<file path="src/rtl/osc_timer_arbiter.sv">
// osc_timer_arbiter: one down-counter timer shared round-robin among NREQ requesters.
// A requester asks for a delay of D ticks. The block grants it the timer, counts D,
// and then pulses done to that requester.
// Optional build macro OSC_TIMER_PRESCALE_EN: a PRESCALE-cycle prescaler divides
// the count rate, so one tick equals PRESCALE oscillator cycles.
module osc_timer_arbiter #(
  parameter int unsigned NREQ     = 4,
  parameter int unsigned CW       = 16,
  parameter int unsigned PRESCALE = 105
) (
  input  logic               clk,
  input  logic               rst,
  input  logic [NREQ-1:0]    req,
  input  logic [NREQ*CW-1:0] cnt_in,
  output logic [NREQ-1:0]    gnt,
  output logic [NREQ-1:0]    done,
  output logic               busy,
  output logic [CW-1:0]      cnt_out
);

  localparam int unsigned OW = (NREQ > 1) ? $clog2(NREQ) : 1;

  typedef enum logic [1:0] {StIdle, StRun, StDone} state_e;

  state_e        state_q, state_d;
  logic [OW-1:0] owner_q, owner_d;
  logic [OW-1:0] rr_q, rr_d;
  logic [CW-1:0] cnt_q, cnt_d;
  logic [OW-1:0] pick;
  logic          found;
  logic [OW:0]   sum;
  logic [OW-1:0] owner_inc;
  logic          tick;
  logic [CW-1:0] delay [NREQ];

  for (genvar i = 0; i < NREQ; i++) begin : g_unpack
    assign delay[i] = cnt_in[i*CW +: CW];
  end

`ifdef OSC_TIMER_PRESCALE_EN
  localparam int unsigned PW = (PRESCALE > 1) ? $clog2(PRESCALE) : 1;
  logic [PW-1:0] psc_q;

  // Prescaler: held at zero outside RUN so every RUN starts on a fresh period.
  always_ff @(posedge clk) begin
    if (rst || state_q != StRun) begin
      psc_q <= '0;
    end else if (psc_q == PW'(PRESCALE - 1)) begin
      psc_q <= '0;
    end else begin
      psc_q <= psc_q + PW'(1);
    end
  end

  assign tick = (psc_q == PW'(PRESCALE - 1));
`else
  assign tick = 1'b1;
`endif

  // Round-robin pick: first requesting index at or above rr_q, wrapping modulo NREQ.
  always_comb begin
    found = 1'b0;
    pick  = rr_q;
    sum   = '0;
    for (int unsigned k = 0; k < NREQ; k++) begin
      sum = {1'b0, rr_q} + (OW+1)'(k);
      if (sum >= (OW+1)'(NREQ)) sum = sum - (OW+1)'(NREQ);
      if (!found && req[sum[OW-1:0]]) begin
        found = 1'b1;
        pick  = sum[OW-1:0];
      end
    end
  end

  assign owner_inc = (owner_q == OW'(NREQ - 1)) ? '0 : owner_q + OW'(1);

  // Next-state logic: grant, count down, finish or abort.
  always_comb begin
    state_d = state_q;
    owner_d = owner_q;
    rr_d    = rr_q;
    cnt_d   = cnt_q;
    case (state_q)
      StIdle: begin
        if (found) begin
          state_d = StRun;
          owner_d = pick;
          cnt_d   = delay[pick];
        end
      end
      StRun: begin
        // The owner dropping its request takes priority over completion.
        if (!req[owner_q]) begin
          state_d = StIdle;
          rr_d    = owner_inc;
          cnt_d   = '0;
        end else if (tick) begin
          if (cnt_q == '0) begin
            state_d = StDone;
            rr_d    = owner_inc;
          end else begin
            cnt_d = cnt_q - CW'(1);
          end
        end
      end
      StDone:  state_d = StIdle;
      default: state_d = StIdle;
    endcase
  end

  // State registers with synchronous reset.
  always_ff @(posedge clk) begin
    if (rst) begin
      state_q <= StIdle;
      owner_q <= '0;
      rr_q    <= '0;
      cnt_q   <= '0;
    end else begin
      state_q <= state_d;
      owner_q <= owner_d;
      rr_q    <= rr_d;
      cnt_q   <= cnt_d;
    end
  end

  assign gnt     = (state_q == StRun)  ? (NREQ'(1) << owner_q) : '0;
  assign done    = (state_q == StDone) ? (NREQ'(1) << owner_q) : '0;
  assign busy    = (state_q != StIdle);
  assign cnt_out = cnt_q;

endmodule

</file>
<file path="config.mk">
export PLATFORM = sky130hd
export DESIGN_NAME = osc_timer_arbiter
export DESIGN_NICKNAME = d
export VERILOG_FILES = /design/src/rtl/osc_timer_arbiter.sv
export SDC_FILE = /design/constraint.sdc
export NUM_CORES = 1
export LEC_CHECK = 0
export ABC_AREA = 1
export BUFFER_PORTS_ARGS = -buffer_cell sky130_fd_sc_hd__buf_2
export CORE_MARGIN = 10
export CORE_UTILIZATION = 50
export DETAILED_ROUTE_END_ITERATION = 10
export PLACE_DENSITY_LB_ADDON = 0.3
export SYNTH_ARGS = -nofsm -noshare
export SYNTH_HDL_FRONTEND = slang
export SYNTH_SLANG_ARGS = --single-unit
</file>
<file path="constraint.sdc">
create_clock -name clk -period 5.3 [get_ports clk]
set_clock_uncertainty 0.15 [all_clocks]
set_input_delay 1.59 -clock clk [delete_from_list [all_inputs] [get_ports clk]]
set_output_delay 1.59 -clock clk [all_outputs]
set_load 0.05 [all_outputs]
</file>
==> results of run 1 <==
logic make-up after synthesis:
group / count (synthesis)
XOR/XNOR: 6
adder cells (fa/ha/maj): 5
AO/OA/AOI/OAI: 66
buffers and inverters: 48
AND/OR/NAND/NOR: 289
flip-flops: 22
metrics by stage:
step / utilization / power (µW) / worst slack [ns] / cell area [µm²] / cells
after floorplan: - / 1560 / 2.21 / 2330 / 436
final: 0.638 / 1970 / 1.41 / 2840 / 568
after CTS: 0.638 / 1970 / 1.44 / 2840 / 568
after global placement: 0.622 / 1780 / 1.22 / 2760 / 564
after detailed placement: 0.622 / 1800 / 1.17 / 2760 / 564
after global routing: 0.638 / 2180 / 1.15 / 2840 / 568
cell usage after synthesis:
library cell	n	share of area
a211oi_1	1	0.0032
a21oi_1	38	0.081
buf_2	7	0.015
buf_4	3	0.0096
buf_6	3	0.014
clkbuf_1	6	0.0096
dfxtp_1	22	0.19
ha_1	5	0.027
inv_1	26	0.042
inv_2	3	0.0048
nand2_1	184	0.30
nand2_2	9	0.024
nand2_4	1	0.0048
nand3_1	45	0.096
nand3_2	1	0.0043
nand3b_1	2	0.0064
nand4_1	2	0.0054
nand4_2	2	0.011
nor2_1	39	0.063
nor2_4	1	0.0048
nor3_1	1	0.0021
o211ai_1	1	0.0032
o21ai_0	16	0.034
o21ai_1	10	0.021
or2_2	2	0.0054
xnor2_1	4	0.015
xor2_1	2	0.0075
final timing paths:
path | slack, ns | endpoint | start
max | 1.41 | cnt_out[6] | req[1]
min reg2reg | 0.43 | cnt_out[6] | cnt_out[6]
min | 0.43 | cnt_out[6] | cnt_out[6]
max reg2reg | 2.06 | cnt_out[6] | rr_q[0]
metal layers:
metal / part of all wire / up-vias / global-route usage / wire length (µm)
li1: - / 1554 / - / -
met1: 0.40 / 1370 / 0.189 / 2980
met2: 0.53 / 91 / 0.368 / 3940
met3: 0.060 / 14 / 0.0478 / 447
met4: 0.017 / 0 / 0.0514 / 131
met5: 0 / - / 0 / 0
sequential cells by signal, summed over array words and instances, names as in the netlist:
signal	flops
state_q	2
cnt_out	16
owner_q	2
rr_q	2
final cells by class:
type	count	area, µm²
clock inverter	1	30.0
timing repair buffer	95	478
sequential	22	440
fill	454	1610
inverter	29	109
multi-input combinational	366	1670
clock buffer	3	41.3
tap	52	65.1
report_power, final:
group	switching, µW	internal, µW	total, µW
registers	72.9	224	297
clock network	59.8	101	161
logic	1050	453	1510
total	1190	778	1970
worst max-delay path: cells and delay by family:
family                 cells  cell delay (ns)
and+or+nand+nor           12             2.07
AOI/OAI and AO/OA          1             0.16
buffers and inverters      1             0.12
==> impl_metrics.xml, run 1 <==
<?xml version="1.0" encoding="UTF-8"?>
<metrics>
  <group name="outcome">
    <metric name="run_status" unit="">completed</metric>
  </group>
  <group name="drt">
    <metric name="detail-route-antenna-nets" unit="">0</metric>
    <metric name="dr.pass1.iters" unit="">5</metric>
    <metric name="routed_via_density" unit="">5.33</metric>
    <metric name="wirelength" unit="µm">7500</metric>
    <metric name="num_vias" unit="">3029</metric>
    <metric name="routed_wire_length_per_instance" unit="µm">13.2</metric>
    <metric name="drc_errors_left" unit="">0</metric>
    <metric name="drt_iter0_markers" unit="">197</metric>
  </group>
  <group name="logic_synthesis">
    <metric name="synth-xor-area-share" unit="">0.0225</metric>
    <metric name="compound_gate_portion_of_the_synthesized_area" unit="">0.144</metric>
    <metric name="synthesized_area_fraction_occupied_by_and_or_nand_nor_cells" unit="">0.523</metric>
    <metric name="yosys-mux-area-fraction" unit="">0</metric>
    <metric name="yosys.area_share.adder" unit="">0.0268</metric>
    <metric name="synthesis.area_per_instance" unit="µm²">5.35</metric>
    <metric name="synth_top_family_by_area" unit="">simple AND/OR/NAND/NOR gates</metric>
    <metric name="synthesis.area" unit="µm²">2330</metric>
    <metric name="yosysUniqueCellTypes" unit="">27</metric>
    <metric name="mappedNetlistNets" unit="">511</metric>
    <metric name="ys.warnings.count" unit="">0</metric>
    <metric name="yosysSeqAreaShare" unit="">0.189</metric>
    <metric name="yosys_reg_bits" unit="">22</metric>
    <metric name="synthesis.instances" unit="">436</metric>
  </group>
  <group name="clocking">
    <metric name="clock_latency" unit="ns">0.27</metric>
    <metric name="numCtsBuffers" unit="">3</metric>
    <metric name="clock_tree.buffer_depth" unit="">2</metric>
    <metric name="clock-root-buffer" unit="">clkbuf_8</metric>
    <metric name="numClockSinks" unit="">22</metric>
    <metric name="worst_setup_hold_path_clk_slew" unit="ns">0.08</metric>
    <metric name="cts.hold.buffers_added" unit="">0</metric>
    <metric name="cts_tree" unit="">done</metric>
    <metric name="post_cts_resized" unit="">0</metric>
    <metric name="post_cts.repair.setup_buffers" unit="">0</metric>
    <metric name="cts_htree_levels" unit="">1</metric>
  </group>
  <group name="final_layout">
    <metric name="most-common-layout-cells" unit="">184 x nand2_1, 94 x buf_2, 45 x nand3_1</metric>
    <metric name="area_growth" unit="%">21.4</metric>
    <metric name="fin_nets" unit="">592</metric>
    <metric name="n_antenna_cell" unit="">0</metric>
    <metric name="layout_commonest_cell" unit="">nand2_1</metric>
    <metric name="final_layout_size_suffix_gt1_frac" unit="">0.229</metric>
  </group>
  <group name="timing">
    <metric name="final.hold.worst_slack" unit="ns">0.427</metric>
    <metric name="final_count_of_hold_timing_violations" unit="">0</metric>
    <metric name="worst_slew_pin_slew" unit="ns">0.853</metric>
    <metric name="finalSetupTns" unit="ns">0</metric>
    <metric name="maximum_clock_frequency" unit="GHz">0.257</metric>
    <metric name="rsz_0062_raised_after_global_routing" unit="">no</metric>
    <metric name="timing.final.crit_period" unit="ns">3.89</metric>
    <metric name="maxSlewViolCount" unit="">0</metric>
    <metric name="finalCritPeriodShare" unit="">0.734</metric>
    <metric name="slew_headroom" unit="">0.430</metric>
    <metric name="setup_viols_final" unit="">0</metric>
  </group>
  <group name="worst_setup_path">
    <metric name="reg2regPathDepth" unit="">14</metric>
    <metric name="crit_path_start_kind" unit="">input pin</metric>
    <metric name="critical_path_required" unit="ns">5.35</metric>
    <metric name="timing.critical_path.arrival" unit="ns">3.94</metric>
    <metric name="endpoint_kind" unit="">flip-flop</metric>
    <metric name="cpMaxStageDelayCell" unit="">nand4_2</metric>
    <metric name="critical_path.max_fanout" unit="">33</metric>
    <metric name="timing_worst_setup_path_type" unit="">input pin to flip-flop</metric>
    <metric name="worst_path_largest_cell_delay" unit="ns">0.65</metric>
    <metric name="crit_path_frequent_cell" unit="">nand2_1</metric>
    <metric name="worstPathCellList" unit="">buf_2 -&gt; nand2_1 -&gt; nand2_1 -&gt; nand2_1 -&gt; nand2_1 -&gt; nor2_4 -&gt; nand4_2 -&gt; nand2_4 -&gt; nand2_1 -&gt; nand2_1 -&gt; nand2_1 -&gt; nand2_1 -&gt; nand2_1 -&gt; a21oi_1</metric>
  </group>
  <group name="placed_design">
    <metric name="portBuffers" unit="">94</metric>
    <metric name="place_hpwl" unit="µm">5870</metric>
    <metric name="finalWeightedCongestion" unit="">0.883</metric>
  </group>
  <group name="power">
    <metric name="static-leakage-power" unit="µW">0.00164</metric>
    <metric name="power_per_cell_area" unit="nW/µm²">693</metric>
    <metric name="vdd_drop_max" unit="mV">0.416</metric>
  </group>
  <group name="floorplanning">
    <metric name="boundaryPins" unit="">95</metric>
    <metric name="rows" unit="">24</metric>
    <metric name="initial_core_util" unit="">0.525</metric>
    <metric name="die_x" unit="µm">88.3</metric>
    <metric name="die_y" unit="µm">88.3</metric>
    <metric name="dieArea" unit="µm²">7800</metric>
    <metric name="core_area" unit="µm²">4440</metric>
  </group>
  <group name="run">
    <metric name="max_cap_viol_count" unit="">0</metric>
  </group>
  <group name="worst_hold_path">
    <metric name="type_of_the_most_critical_hold_path" unit="">flip-flop to flip-flop</metric>
    <metric name="holdPathStages" unit="">2</metric>
  </group>
  <group name="global_route">
    <metric name="grt_antenna_before_repair" unit="">0</metric>
    <metric name="global_route_wire_length_before_repair" unit="µm">12300</metric>
    <metric name="grt_usage" unit="">0.187</metric>
    <metric name="grt_max_degree" unit="">34</metric>
    <metric name="globalRouteOverflowTotal" unit="">0</metric>
    <metric name="grt_pass1_vias" unit="">2930</metric>
  </group>
</metrics>
Power figures use the tool's default switching activity.
==> inputs of run 2 (changes only) <==
--- a/config.mk
+++ b/config.mk
@@ -5,10 +5,10 @@
 export SDC_FILE = /design/constraint.sdc
 export NUM_CORES = 1
 export LEC_CHECK = 0
-export ABC_AREA = 1
+export ABC_AREA = 0
 export BUFFER_PORTS_ARGS = -buffer_cell sky130_fd_sc_hd__buf_2
 export CORE_MARGIN = 10
-export CORE_UTILIZATION = 50
+export CORE_UTILIZATION = 42
 export DETAILED_ROUTE_END_ITERATION = 10
 export PLACE_DENSITY_LB_ADDON = 0.3
 export SYNTH_ARGS = -nofsm -noshare
==> constraint.sdc (replaced) <==
create_clock -name clk -period 3.1 [get_ports clk]
set_clock_uncertainty 0.15 [all_clocks]
set_input_delay 0.93 -clock clk [delete_from_list [all_inputs] [get_ports clk]]
set_output_delay 0.93 -clock clk [all_outputs]
set_load 0.05 [all_outputs]
==> run 2 against run 1 <==
Net effect: routed wire length decreased by 9.8%; clock power increased by 34%; sequential share of layout area increased by 2.1 points; final area decreased by 12%; area after synthesis decreased by 18%; critical path type is now flip-flop to flip-flop.
==> impl_metrics.xml, run 2 <==
<?xml version="1.0" encoding="UTF-8"?>
<metrics>
  <group name="outcome">
    <metric name="run_status" unit="">completed</metric>
  </group>
  <group name="worst_setup_path">
    <metric name="worstPathCellList" unit="">inv_1 -&gt; ha_1 -&gt; nor4b_1 -&gt; buf_4 -&gt; nand2_1 -&gt; or3b_1 -&gt; o21ai_1 -&gt; nor3_1 -&gt; a21oi_1 -&gt; a21oi_1</metric>
    <metric name="ff2ff_setup_slack" unit="ns">0.30</metric>
    <metric name="critical_path_required" unit="ns">3.09</metric>
    <metric name="worst_path_largest_cell_delay" unit="ns">0.59</metric>
    <metric name="reg2regPathDepth" unit="">10</metric>
    <metric name="crit_path_frequent_cell" unit="">a21oi_1</metric>
    <metric name="critical_path.max_fanout" unit="">11</metric>
    <metric name="reg2reg_to" unit="">cnt_out[9]</metric>
    <metric name="timing_worst_setup_path_type" unit="">flip-flop to flip-flop</metric>
    <metric name="critPathLaunch" unit="">cnt_out[1]</metric>
    <metric name="crit_path_start_kind" unit="">flip-flop</metric>
    <metric name="cpMaxStageDelayCell" unit="">or3b_1</metric>
    <metric name="worstReg2RegStart" unit="">cnt_out[1]</metric>
    <metric name="endpoint_kind" unit="">flip-flop</metric>
    <metric name="crit_path_end" unit="">cnt_out[9]</metric>
    <metric name="timing.critical_path.arrival" unit="ns">2.79</metric>
  </group>
  <group name="global_route">
    <metric name="global_route_wire_length_before_repair" unit="µm">10900</metric>
    <metric name="grt_max_degree" unit="">24</metric>
    <metric name="grt_usage" unit="">0.173</metric>
    <metric name="globalRouteOverflowTotal" unit="">0</metric>
    <metric name="grt_pass1_vias" unit="">2265</metric>
    <metric name="grt_antenna_before_repair" unit="">0</metric>
  </group>
  <group name="final_layout">
    <metric name="layout_commonest_cell" unit="">buf_2</metric>
    <metric name="most-common-layout-cells" unit="">94 x buf_2, 27 x mux2i_1, 24 x nor2_1, 24 x o21ai_0, 22 x dfxtp_1</metric>
    <metric name="layout.filler_cells" unit="">420</metric>
    <metric name="finalCoreUtilization" unit="">0.570</metric>
    <metric name="area_growth" unit="%">30.8</metric>
    <metric name="multiInputGateArea" unit="µm²">1380</metric>
    <metric name="flip_flop_count_of_the_largest_register_all_copies_and_words_added" unit="">16</metric>
    <metric name="n_antenna_cell" unit="">0</metric>
    <metric name="fin_nets" unit="">415</metric>
    <metric name="seqCellArea" unit="µm²">440</metric>
    <metric name="final_layout_size_suffix_gt1_frac" unit="">0.360</metric>
  </group>
  <group name="timing">
    <metric name="worst_slew_pin_slew" unit="ns">0.477</metric>
    <metric name="final_count_of_hold_timing_violations" unit="">0</metric>
    <metric name="setup_viols_final" unit="">0</metric>
    <metric name="timing.final.crit_period" unit="ns">2.80</metric>
    <metric name="rsz_0062_raised_after_global_routing" unit="">no</metric>
    <metric name="finalCritPeriodShare" unit="">0.903</metric>
    <metric name="slew_headroom" unit="">0.682</metric>
    <metric name="maxSlewViolCount" unit="">0</metric>
    <metric name="finalSetupTns" unit="ns">0</metric>
    <metric name="maximum_clock_frequency" unit="GHz">0.357</metric>
  </group>
  <group name="logic_synthesis">
    <metric name="ys_top_cells_by_area" unit="">dfxtp_1 23%, mux2i_1 14%, o21ai_0 6.3%</metric>
    <metric name="synthesized_area_fraction_occupied_by_and_or_nand_nor_cells" unit="">0.242</metric>
    <metric name="yosys.area_share.adder" unit="">0.0327</metric>
    <metric name="ys_dominant_reg_cell" unit="">dfxtp_1</metric>
    <metric name="synthesis.area" unit="µm²">1910</metric>
    <metric name="synthesis.area_per_instance" unit="µm²">7.70</metric>
    <metric name="leading_post_synthesis_cells_by_instance_count" unit="">27 x mux2i_1, 24 x nor2_1, 24 x o21ai_0, 22 x dfxtp_1, 19 x nand2_1</metric>
    <metric name="synthDominantAreaCellType" unit="">dfxtp_1</metric>
    <metric name="yosysSeqAreaShare" unit="">0.231</metric>
    <metric name="synth_top_family_by_area" unit="">simple AND/OR/NAND/NOR gates</metric>
    <metric name="compound_gate_portion_of_the_synthesized_area" unit="">0.239</metric>
    <metric name="synthDominantCellAreaShare" unit="">0.231</metric>
    <metric name="synthArstFlopShare" unit="">0</metric>
    <metric name="yosys_reg_bits" unit="">22</metric>
    <metric name="mappedNetlistNets" unit="">323</metric>
    <metric name="synth-xor-area-share" unit="">0.0138</metric>
    <metric name="yosysUniqueCellTypes" unit="">48</metric>
    <metric name="synth_enable_flop_cells" unit="">0</metric>
    <metric name="synthesis.instances" unit="">248</metric>
    <metric name="synth_most_common_cell" unit="">mux2i_1</metric>
    <metric name="ys.warnings.count" unit="">0</metric>
    <metric name="yosys-mux-area-fraction" unit="">0.189</metric>
  </group>
  <group name="drt">
    <metric name="routed_wire_length_per_instance" unit="µm">17.3</metric>
    <metric name="drt_iter0_markers" unit="">200</metric>
    <metric name="drc_errors_left" unit="">0</metric>
    <metric name="detail-route-antenna-nets" unit="">0</metric>
    <metric name="dr.pass1.iters" unit="">4</metric>
    <metric name="routed_via_density" unit="">5.71</metric>
    <metric name="wirelength" unit="µm">6770</metric>
    <metric name="num_vias" unit="">2231</metric>
  </group>
  <group name="placed_design">
    <metric name="finalWeightedCongestion" unit="">0.883</metric>
    <metric name="portBuffers" unit="">94</metric>
    <metric name="place_hpwl" unit="µm">5440</metric>
  </group>
  <group name="clocking">
    <metric name="worst_setup_hold_path_clk_slew" unit="ns">0.09</metric>
    <metric name="post_cts.repair.setup_buffers" unit="">0</metric>
    <metric name="clock_tree.buffer_depth" unit="">2</metric>
    <metric name="clock_latency" unit="ns">0.27</metric>
    <metric name="cts_htree_levels" unit="">1</metric>
    <metric name="numCtsBuffers" unit="">3</metric>
    <metric name="cts_tree" unit="">done</metric>
    <metric name="cts.hold.buffers_added" unit="">0</metric>
    <metric name="numClockSinks" unit="">22</metric>
    <metric name="clock-root-buffer" unit="">clkbuf_8</metric>
    <metric name="post_cts_resized" unit="">0</metric>
  </group>
  <group name="power">
    <metric name="power_per_cell_area" unit="nW/µm²">501</metric>
    <metric name="static-leakage-power" unit="µW">0.00113</metric>
    <metric name="vdd_drop_max" unit="mV">0.226</metric>
  </group>
  <group name="floorplanning">
    <metric name="dieArea" unit="µm²">7650</metric>
    <metric name="rows" unit="">24</metric>
    <metric name="die_x" unit="µm">87.4</metric>
    <metric name="core_area" unit="µm²">4380</metric>
    <metric name="die_y" unit="µm">87.4</metric>
    <metric name="boundaryPins" unit="">95</metric>
    <metric name="initial_core_util" unit="">0.436</metric>
  </group>
  <group name="run">
    <metric name="max_cap_viol_count" unit="">0</metric>
  </group>
  <group name="worst_hold_path">
    <metric name="min-delay-start" unit="">rr_q[0]</metric>
    <metric name="type_of_the_most_critical_hold_path" unit="">flip-flop to flip-flop</metric>
  </group>
</metrics>
## run 2: cell types whose count changed after synthesis, sizes merged, moves of 7 or more
cell and delta:
nor3 +13, a21oi -21, and2 +9, nand3 -45, nand2 -173, o22ai +14, buf -7, mux2i +27
nor2 -16, inv -21
## run 2: worst min path at each step
stage               slack, ns  endpoint  cells after the start
floorplan                0.32   rr_q[0]                      2
global placement         0.34   rr_q[0]                      2
detailed placement       0.34   rr_q[0]                      2
CTS                      0.35   rr_q[0]                      2
global route             0.37   rr_q[0]                      2
finish                   0.35   rr_q[0]                      2
## run 2: layout make-up
type                       instances  area share
timing repair buffer             102       0.212
clock buffer                       4      0.0220
multi-input combinational        203       0.552
inverter                           8      0.0120
sequential                        22       0.176
tap                               52      0.0260
## run 2: metal layers
layer  vias up  global-route usage  part of all wire
li1       1093                   -                 -
met5         -                   0                 0
met1      1009               0.201              0.41
met4         0              0.0623             0.015
met2       119               0.285              0.46
met3        10              0.0627              0.11
## run 2: kinds of logic (layout without fill, tap and decap cells)
logic type,after synthesis,in the layout
xor+xnor,3,3
buf+inv,23,114
mux,31,31
compound gates,76,76
fa+ha+maj,5,5
simple gates,88,88
flops,22,22
## run 2: worst max-delay path: cells and delay by family, from the launching register on
family	cells	cell delay (ns)
adders and majority gates	1	0.22
DFF	1	0.36
AOI/OAI and AO/OA	3	0.62
buffers and inverters	2	0.28
and+or+nand+nor	4	1.03
## run 2: power by group
part / total (µW) / internal (µW) / switching [µW]
registers: 388 / 323 / 64.7
clock network: 216 / 114 / 102
logic: 650 / 246 / 404
## run 2: per-stage QoR
stage / total power (µW) / setup slack (ns) / instance area (µm²) / instances / hold WS, ns
2_1_floorplan: 856 / 0.314 / 1910 / 248 / 0.317
3_3_place_gp: 1030 / 0.177 / 2440 / 387 / 0.337
3_5_place_dp: 1040 / 0.0893 / 2440 / 387 / 0.342
4_1_cts: 1260 / 0.340 / 2500 / 391 / 0.353
5_1_grt: 1340 / 0.101 / 2500 / 391 / 0.373
6_report: 1250 / 0.301 / 2500 / 391 / 0.351
==> inputs of run 3 (changes only) <==
--- a/config.mk
+++ b/config.mk
@@ -7,8 +7,10 @@
 export LEC_CHECK = 0
 export ABC_AREA = 0
 export BUFFER_PORTS_ARGS = -buffer_cell sky130_fd_sc_hd__buf_2
+export CELL_PAD_IN_SITES_DETAIL_PLACEMENT = 0
+export CELL_PAD_IN_SITES_GLOBAL_PLACEMENT = 1
 export CORE_MARGIN = 10
-export CORE_UTILIZATION = 42
+export CORE_UTILIZATION = 29
 export DETAILED_ROUTE_END_ITERATION = 10
 export PLACE_DENSITY_LB_ADDON = 0.3
 export SYNTH_ARGS = -nofsm -noshare
==> run 3 against run 2 <==
Net effect: final cell count grew 7.2%; routed wire length grew 1.8%; non-clock buffer count grew 4; critical path depth shrank 1; utilization shrank 17 points; combinational power grew 2%; clock power shrank 16%; die area grew 34%; clock-buffer cell count shrank 1; first-iteration DRC count shrank 57%; hold slack gained 0.033 ns; critical endpoint is now cnt_out[15]; largest power group unchanged; highest routed layer unchanged.
==> impl_metrics.xml, run 3 (synthesis gave the netlist of run 2 again) <==
<?xml version="1.0" encoding="UTF-8"?>
<metrics>
  <group name="outcome">
    <metric name="run_status" unit="">completed</metric>
  </group>
  <group name="drt">
    <metric name="wirelength" unit="µm">6890</metric>
    <metric name="drc_errors_left" unit="">0</metric>
    <metric name="detail-route-antenna-nets" unit="">0</metric>
    <metric name="routed_wire_length_per_instance" unit="µm">16.4</metric>
    <metric name="num_vias" unit="">2167</metric>
    <metric name="dr.pass1.iters" unit="">4</metric>
    <metric name="drt_iter0_markers" unit="">86</metric>
    <metric name="routed_via_density" unit="">5.17</metric>
  </group>
  <group name="global_route">
    <metric name="global_route_wire_length_before_repair" unit="µm">11200</metric>
    <metric name="grtUsageMet3" unit="">0.0306</metric>
    <metric name="gr-usage-met1" unit="">0.165</metric>
    <metric name="gr-usage-met2" unit="">0.228</metric>
    <metric name="globalRouteOverflowTotal" unit="">0</metric>
    <metric name="grt_max_degree" unit="">23</metric>
    <metric name="grt-busiest-layer" unit="">met2</metric>
    <metric name="grt_antenna_before_repair" unit="">0</metric>
    <metric name="grt_usage" unit="">0.131</metric>
    <metric name="grt_pass1_vias" unit="">2288</metric>
  </group>
  <group name="power">
    <metric name="intPower" unit="µW">665</metric>
    <metric name="clkPwrFrac" unit="">0.147</metric>
    <metric name="post-layout-total-power" unit="µW">1230</metric>
    <metric name="static-leakage-power" unit="µW">0.00115</metric>
    <metric name="vdd_drop_max" unit="mV">0.230</metric>
    <metric name="power.combinational.fraction" unit="">0.541</metric>
    <metric name="flop_pwr_share" unit="">0.311</metric>
    <metric name="power_dissipated_by_switching_net_loads" unit="µW">565</metric>
    <metric name="switching_part_of_the_total" unit="">0.459</metric>
    <metric name="power_per_cell_area" unit="nW/µm²">482</metric>
  </group>
  <group name="floorplanning">
    <metric name="initial_core_util" unit="">0.299</metric>
    <metric name="die_y" unit="µm">101</metric>
    <metric name="die_x" unit="µm">101</metric>
    <metric name="dieArea" unit="µm²">10200</metric>
    <metric name="rows" unit="">29</metric>
    <metric name="core_area" unit="µm²">6390</metric>
    <metric name="boundaryPins" unit="">95</metric>
  </group>
  <group name="run">
    <metric name="max_cap_viol_count" unit="">0</metric>
  </group>
  <group name="placed_design">
    <metric name="placed_cell_area" unit="µm²">2510</metric>
    <metric name="finalWeightedCongestion" unit="">0.828</metric>
    <metric name="place_hpwl" unit="µm">5630</metric>
    <metric name="portBuffers" unit="">94</metric>
  </group>
  <group name="worst_setup_path">
    <metric name="timing.critical_path.arrival" unit="ns">2.75</metric>
    <metric name="cpMaxStageDelayCell" unit="">or3b_1</metric>
    <metric name="ff2ff_setup_slack" unit="ns">0.33</metric>
    <metric name="worst_path_largest_cell_delay" unit="ns">0.51</metric>
    <metric name="reg2regPathDepth" unit="">9</metric>
    <metric name="timing_worst_setup_path_type" unit="">flip-flop to flip-flop</metric>
    <metric name="critPathLaunch" unit="">cnt_out[0]</metric>
    <metric name="endpoint_kind" unit="">flip-flop</metric>
    <metric name="reg2reg_to" unit="">cnt_out[15]</metric>
    <metric name="worstPathCellList" unit="">inv_1 -&gt; ha_1 -&gt; nor4b_1 -&gt; nand2_1 -&gt; or3b_1 -&gt; o21a_1 -&gt; buf_4 -&gt; o21ai_0 -&gt; a21oi_1</metric>
    <metric name="worstReg2RegStart" unit="">cnt_out[0]</metric>
    <metric name="critical_path_required" unit="ns">3.08</metric>
    <metric name="crit_path_start_kind" unit="">flip-flop</metric>
    <metric name="critical_path.max_fanout" unit="">8</metric>
    <metric name="crit_path_end" unit="">cnt_out[15]</metric>
  </group>
  <group name="final_layout">
    <metric name="layout_commonest_cell" unit="">buf_2</metric>
    <metric name="area_growth" unit="%">33.5</metric>
    <metric name="final_layout_size_suffix_gt1_frac" unit="">0.368</metric>
    <metric name="most-common-layout-cells" unit="">94 x buf_2, 27 x mux2i_1, 24 x nor2_1, 24 x o21ai_0, 22 x dfxtp_1</metric>
    <metric name="final_cell_area" unit="µm²">2550</metric>
    <metric name="flip_flop_count_of_the_largest_register_all_copies_and_words_added" unit="">16</metric>
    <metric name="fin_nets" unit="">419</metric>
    <metric name="n_antenna_cell" unit="">0</metric>
  </group>
  <group name="timing">
    <metric name="setup_viols_final" unit="">0</metric>
    <metric name="finalSetupTns" unit="ns">0</metric>
    <metric name="timing.final.crit_period" unit="ns">2.77</metric>
    <metric name="worst_slew_pin_slew" unit="ns">0.480</metric>
    <metric name="final_count_of_hold_timing_violations" unit="">0</metric>
    <metric name="finalCritPeriodShare" unit="">0.893</metric>
    <metric name="slew_headroom" unit="">0.680</metric>
    <metric name="rsz_0062_raised_after_global_routing" unit="">no</metric>
    <metric name="maxSlewViolCount" unit="">0</metric>
    <metric name="maximum_clock_frequency" unit="GHz">0.361</metric>
  </group>
  <group name="clocking">
    <metric name="worst_setup_hold_path_clk_slew" unit="ns">0.08</metric>
    <metric name="numCtsBuffers" unit="">3</metric>
    <metric name="cts_tree" unit="">done</metric>
    <metric name="clock_latency" unit="ns">0.26</metric>
    <metric name="clock-root-buffer" unit="">clkbuf_8</metric>
    <metric name="post_cts.repair.setup_buffers" unit="">0</metric>
    <metric name="clock_tree.buffer_depth" unit="">2</metric>
    <metric name="numClockSinks" unit="">22</metric>
    <metric name="cts.hold.buffers_added" unit="">0</metric>
    <metric name="cts_htree_levels" unit="">1</metric>
  </group>
  <group name="worst_hold_path">
    <metric name="type_of_the_most_critical_hold_path" unit="">flip-flop to flip-flop</metric>
  </group>
</metrics>
run 3: cell count changes in the layout (fill, tap and decap cells not counted), sizes merged:
cell / change
buf: +4
clkbuf: -1
run 3: worst max-delay path: cells and delay by family, from the launching register on:
family | cells | cell delay [ns]
flip-flops | 1 | 0.38
AO/OA/AOI/OAI | 3 | 0.55
AND/OR/NAND/NOR | 3 | 1.05
adder cells (fa/ha/maj) | 1 | 0.22
buffers and inverters | 2 | 0.28
run 3: routing by layer:
metal / share of wire / vias to the layer above / wire length (µm)
li1: - / 1100 / -
met1: 0.43 / 987 / 2980
met2: 0.50 / 78 / 3470
met3: 0.062 / 2 / 428
met4: 0.0012 / 0 / 8
met5: 0 / - / 0
run 3: stage by stage:
stage	cells	hold slack [ns]	setup slack, ns	utilization
after global placement	416	0.354	0.265	0.392
final	419	0.384	0.333	0.399
after floorplan	248	0.317	0.314	-
after CTS	419	0.380	0.336	0.399
after detailed placement	416	0.367	0.257	0.392
after global routing	419	0.419	0.0654	0.399
run 3: power groups by stage:
stage	Combinational [µW]	Sequential, µW	Clock (µW)
after global placement	665	388	0
final	666	383	181
after detailed placement	666	389	0
after global routing	734	392	197
after floorplan	364	492	0
after CTS	669	383	189
run 3: cell type report:
cell class | count | area [µm²]
Inverter | 8 | 30.0
Timing Repair Buffer | 106 | 561
Sequential cell | 22 | 440
Multi-Input combinational cell | 203 | 1380
Fill cell | 679 | 3830
Tap cell | 77 | 96.3
Clock buffer | 3 | 41.3
run 3: how the worst min path moves through the flow:
stage	depth (start not counted)	endpoint	slack, ns	from
2_1_floorplan	2	rr_q[0]	0.32	rr_q[0]
3_3_place_gp	2	rr_q[0]	0.35	rr_q[0]
3_5_place_dp	2	rr_q[0]	0.37	rr_q[0]
4_1_cts	2	rr_q[0]	0.38	rr_q[0]
5_1_grt	2	rr_q[0]	0.42	rr_q[0]
6_report	2	rr_q[0]	0.38	rr_q[0]
run 3: what timing repair did:
| action | 4_1_cts | 5_1_grt |
|---|---|---|
| gates resized for setup | 0 | 1 |
| endpoints found under the hold margin | 0 | 0 |
| setup endpoints to repair | 0 | 1 |
